==> config.mk <==
export PLATFORM = sky130hd
export DESIGN_NAME = mem_port_arbiter
export DESIGN_NICKNAME = d
export VERILOG_FILES = /design/src/rtl/mem_port_arbiter.sv
export SDC_FILE = /design/constraint.sdc
export NUM_CORES = 1
export LEC_CHECK = 0
export CORE_MARGIN = 5
export CORE_UTILIZATION = 43
export CTS_CLUSTER_SIZE = 12
export DETAILED_ROUTE_END_ITERATION = 8
export GPL_TIMING_DRIVEN = 0
export PLACE_DENSITY_LB_ADDON = 0.3
export SYNTH_ARGS = -nofsm -noshare
export SYNTH_HDL_FRONTEND = slang
export SYNTH_SLANG_ARGS = --single-unit
==> constraint.sdc <==
create_clock -name clk -period 2.1 [get_ports clk]
set_input_delay 0.315 -clock clk [delete_from_list [all_inputs] [get_ports clk]]
set_output_delay 0.315 -clock clk [all_outputs]
set_load 0.02 [all_outputs]
==> src/rtl/mem_port_arbiter.sv <==
`default_nettype none
// ============================================================================
// Module   : mem_port_arbiter
// Purpose  : Shares one single-ported memory between the instruction-fetch
//            port (i_*) and the data port (d_*). One access is in flight at
//            a time. Ties are broken against the side granted last, and
//            per-side wrapping grant counters are kept for debug.
// Revision : 1.0 - initial release
// ============================================================================
module mem_port_arbiter #(
  parameter int WORD_SIZE = 16
) (
  input  logic                 clk,
  input  logic                 reset_n,
  // instruction-fetch side
  input  logic                 i_readM,
  input  logic [WORD_SIZE-1:0] i_address,
  output logic [WORD_SIZE-1:0] i_rdata,
  output logic                 i_done,
  output logic                 i_wait,
  // data side
  input  logic                 d_readM,
  input  logic                 d_writeM,
  input  logic [WORD_SIZE-1:0] d_address,
  input  logic [WORD_SIZE-1:0] d_wdata,
  output logic [WORD_SIZE-1:0] d_rdata,
  output logic                 d_done,
  output logic                 d_wait,
  // memory side
  output logic                 mem_req,
  output logic                 mem_we,
  output logic [WORD_SIZE-1:0] mem_addr,
  output logic [WORD_SIZE-1:0] mem_wdata,
  input  logic [WORD_SIZE-1:0] mem_rdata,
  input  logic                 mem_ack,
  // debug
  output logic [WORD_SIZE-1:0] grant_cnt_i,
  output logic [WORD_SIZE-1:0] grant_cnt_d
);

  typedef enum logic [1:0] {
    IDLE   = 2'd0,
    BUSY_I = 2'd1,
    BUSY_D = 2'd2
  } state_t;

  state_t               r_state;
  logic                 r_last_grant_d;  // 1: most recent grant went to D
  logic [WORD_SIZE-1:0] r_i_hold;
  logic [WORD_SIZE-1:0] r_d_hold;

  logic w_i_pend;
  logic w_d_pend;
  logic w_ack_i;
  logic w_ack_d;
  logic w_idle_grant_i;
  logic w_idle_grant_d;
  logic w_grant_i;
  logic w_grant_d;

  // a write on the data side takes precedence over a simultaneous read
  assign w_i_pend = i_readM;
  assign w_d_pend = d_readM | d_writeM;

  // an ack only counts while an access is actually outstanding
  assign w_ack_i = (r_state == BUSY_I) && mem_ack;
  assign w_ack_d = (r_state == BUSY_D) && mem_ack;

  // from IDLE a tie goes to the side that was not granted last
  assign w_idle_grant_d = (r_state == IDLE) && w_d_pend && (!w_i_pend || !r_last_grant_d);
  assign w_idle_grant_i = (r_state == IDLE) && w_i_pend && !w_idle_grant_d;

  // at an ack edge only the opposite side may be granted (direct handoff)
  assign w_grant_d = w_idle_grant_d || (w_ack_i && w_d_pend);
  assign w_grant_i = w_idle_grant_i || (w_ack_d && w_i_pend);

  assign i_done  = w_ack_i;
  assign d_done  = w_ack_d;
  assign i_rdata = w_ack_i ? mem_rdata : r_i_hold;
  // store completions leave the load-data path untouched
  assign d_rdata = (w_ack_d && !mem_we) ? mem_rdata : r_d_hold;
  assign i_wait  = i_readM && !w_ack_i;
  assign d_wait  = w_d_pend && !w_ack_d;

  // arbitration FSM: owns the memory request registers and grant counters
  always_ff @(posedge clk or negedge reset_n) begin
    if (!reset_n) begin
      r_state        <= IDLE;
      r_last_grant_d <= 1'b0;
      mem_req        <= 1'b0;
      mem_we         <= 1'b0;
      mem_addr       <= '0;
      mem_wdata      <= '0;
      grant_cnt_i    <= '0;
      grant_cnt_d    <= '0;
    end else if (w_grant_d) begin
      r_state        <= BUSY_D;
      r_last_grant_d <= 1'b1;
      mem_req        <= 1'b1;
      mem_we         <= d_writeM;
      mem_addr       <= d_address;
      mem_wdata      <= d_wdata;
      grant_cnt_d    <= grant_cnt_d + WORD_SIZE'(1);
    end else if (w_grant_i) begin
      r_state        <= BUSY_I;
      r_last_grant_d <= 1'b0;
      mem_req        <= 1'b1;
      mem_we         <= 1'b0;
      mem_addr       <= i_address;
      mem_wdata      <= '0;
      grant_cnt_i    <= grant_cnt_i + WORD_SIZE'(1);
    end else if (w_ack_i || w_ack_d) begin
      r_state        <= IDLE;
      mem_req        <= 1'b0;
    end
  end

  // read-data hold registers capture memory data on a read completion
  always_ff @(posedge clk or negedge reset_n) begin
    if (!reset_n) begin
      r_i_hold <= '0;
      r_d_hold <= '0;
    end else begin
      if (w_ack_i) begin
        r_i_hold <= mem_rdata;
      end
      if (w_ack_d && !mem_we) begin
        r_d_hold <= mem_rdata;
      end
    end
  end

endmodule
`default_nettype wire

==> metrics.txt <==
Max Clock Skew 0.0143 ns; I/O Buffers ~170; wl on met1 between 5 and 6 mm; most frequent cells in the layout 133 x clkdlybuf4s50_1, 108 x nand2_1, 101 x dfrtp_1; pwr/cell area 1430 nW/um^2; maximum capacitance violations 0; chip width roughly 110 um; Synth Net Count 487; Slew HR 61.0%; Seq/Total Area, Yosys between 50% and 60%; Yosys cell types 33; initial antenna violation count 1; Hold Fails Final Rpt 0; gate count after technology mapping 415; GRT Residual Overflow 0; number of global-route vias before repair around 4000; CTS buffer count 9; cell taking the most area after synthesis dfrtp_1; asr flop ratio synth 100%; required time worst endpoint approximately 1.8 ns; Layout Cells excl Fill approximately 760; wire per inst 16.9 um; met3 WL 1.14 mm; setup ws final -0.126 ns; global placer's final weighted congestion roughly 0.8; Placed Cells 720; Syn Std Cell Area between 4000 and 5000 um^2; drt first pass iters 4; Max Root-Sink Buffers 2; most common cell after layout, fill and taps aside clkdlybuf4s50_1; via count between 3000 and 4000; vias per cell between 5 and 6; CP Launch Type flip-flop; crit end category primary output; failing checks negative setup slack; WP buf/inv 3; largest net degree at the start of global routing 74; Initial Util between 40% and 50%; core area 9730 um^2; synth top area cells dfrtp_1 59%, nand2_1 12%, xnor2_1 5.5%, mux2_2 4.2%, nand3_1 3.5%; fin crit share 106%; Detail Route Antenna Nets 0; Leak between 3 and 4 nW; maximum VDD drop 0.689 mV; max-slew violation count 0; clk_lat worst skew 0.35 ns; worst-path cell chain nand3b_1, nor2_4, buf_6, buf_4, mux2_4, buf_6; # fillers roughly 730; num rows 36; Setup TNS -1.13 ns; wire length on met2 roughly 6.0 mm; ratio of cells with drive above 1 in the final layout between 20 and 25%; Worst Tran Pin Value ~0.58 ns; Reg area around 2500 um^2; Max H-tree Level 3; Post-layout nets around 700; CP max-delay cell dfrtp_1; first-pass GRT wire length between 15 and 20 mm; Final HPWL DP between 8 and 9 mm; Multi-input gate area 1780 um^2; Crit path largest cell delay just under 0.4 ns; drt initial violations 179; #FFs+latches synth between 100 and 150; Hold Path Class in2async; CP max FO 6; Synth Flop Type dfrtp_1; Synth Area per Inst about 10 um^2; Crit path max-delay family simple AND/OR/NAND/NOR gates; crit path time final between 2 and 2.5 ns; area grow syn2layout 59.7%; Routed WL around 13 mm; Yosys top cell area share 59.3%; Clk Tree Root Cell clkbuf_8; RSZ-0062 raised after global routing yes; CTS tree yes; crit path kind reg2out; Clock transition at path regs about 0.090 ns; Worst Hold Slack between 0.4 and 0.5 ns; total track usage between 20% and 30%; io pins ~170; critical path arrival roughly 1.9 ns; Residual DRC 0; die height around 110 um; DIE AREA roughly 12000 um^2; Fmax about 450 MHz; EDFF count, synth 0; Synth Warn # 0; Max Used Layer met4; status complete, but fails checks; TritonCTS Sinks 101; final setup violating endpoints 16; most used cell along the critical path buf_6
## state kept, by name (all words and copies together), names as in the netlist
register	cells
grant_cnt_d	16
grant_cnt_i	16
mem_addr	16
mem_req	1
mem_wdata	16
mem_we	1
r_d_hold	16
r_i_hold	16
r_last_grant_d	1
r_state	2
## where the power goes
| group | internal (W) | switching [W] |
|---|---|---|
| sequential | 0.00268 | 0.000456 |
| combinational | 0.00255 | 0.00278 |
| clock | 0.000580 | 0.000666 |
| total | 0.00581 | 0.00391 |
## layer usage
| metal | vias to the layer above | GRT usage, % |
|---|---|---|
| li1 | 1808 | - |
| met1 | 1869 | 27.5 |
| met2 | 143 | 33.5 |
| met3 | 12 | 6.87 |
| met4 | 0 | 5.25 |
| met5 | - | 0 |
## path summary, 6_finish.rpt
| kind | startpoint | endpoint | slack [ns] | depth (start not counted) |
|---|---|---|---|---|
| max in group asynchronous | reset_n | mem_addr[2] | 0.98 | 3 |
| min reg2reg | grant_cnt_d[15] | grant_cnt_d[15] | 0.48 | 1 |
| min in group clk | grant_cnt_d[15] | grant_cnt_d[15] | 0.48 | 1 |
| max | r_state[0] | d_rdata[1] | -0.13 | 6 |
| min | reset_n | grant_cnt_d[12] | 0.42 | 2 |
| max reg2reg | r_state[0] | mem_addr[8] | 0.14 | 7 |
## timing repair
item / 4_1_cts / 5_1_grt
setup buffers: 19 / 4
gates resized for setup: 190 / 84
cloned: 1 / 1
setup endpoints to repair: 37 / 49
pin swaps: 2 / 5
hold buffers: 1 / 0
hold endpoints to repair: 28 / 0
## synth_stat cells (2+ instances only)
library cell,n
ha_1,2
nor4_2,3
buf_2,12
nand3_1,30
o21ai_0,3
nand4_1,13
and4_1,3
and2_1,2
mux2_2,16
xor2_1,3
a31oi_1,16
clkbuf_1,6
nand3b_1,2
inv_1,2
xnor2_1,27
nor2b_1,2
nor2_1,24
dfrtp_1,101
nor3_1,2
nand2_1,132
and3_1,2
## per-stage QoR
stage / util (%) / cell area (um^2) / setup WS, ns / total power (W)
4_1_cts: 67.1 / 6530 / -0.125 / 0.00923
6_report: 70.0 / 6810 / -0.126 / 0.00972
3_5_place_dp: 63.4 / 6170 / -1.12 / 0.00777
2_1_floorplan: - / 4260 / 0.127 / 0.00552
5_1_grt: 70.0 / 6810 / -0.208 / 0.0103
3_3_place_gp: 63.1 / 6140 / -3.02 / 0.00765
## final cells by class
type                            instances  share of cell area (%)
Tap cell                              133                    2.44
Inverter                                3                   0.239
Buffer                                 17                    1.56
Sequential cell                       101                    37.1
Multi-Input combinational cell        293                    26.1
Clock inverter                          5                   0.901
Clock buffer                           10                    2.02
Timing Repair Buffer                  198                    29.5
Antenna cell                            1                  0.0368
## worst register-to-register path: cells and delay by family, from the launching register on
family	cells	cell delay, ns
and+or+nand+nor	3	0.88
buffers and inverters	3	0.56
DFF	1	0.36
AOI/OAI and AO/OA	1	0.05
## cells by family (layout without fill, tap and decap cells)
family	Yosys count	in the layout	synth area share, %
AO/OA/AOI/OAI	24	24	4.26
XOR/XNOR	30	30	6.16
adder cells (fa/ha/maj)	2	2	0.587
buffers and inverters	21	233	2.20
flip-flops	101	101	59.3
multiplexers	16	16	4.23
other	0	1	0
AND/OR/NAND/NOR	221	221	23.3
(Power assumes the default switching activity.)
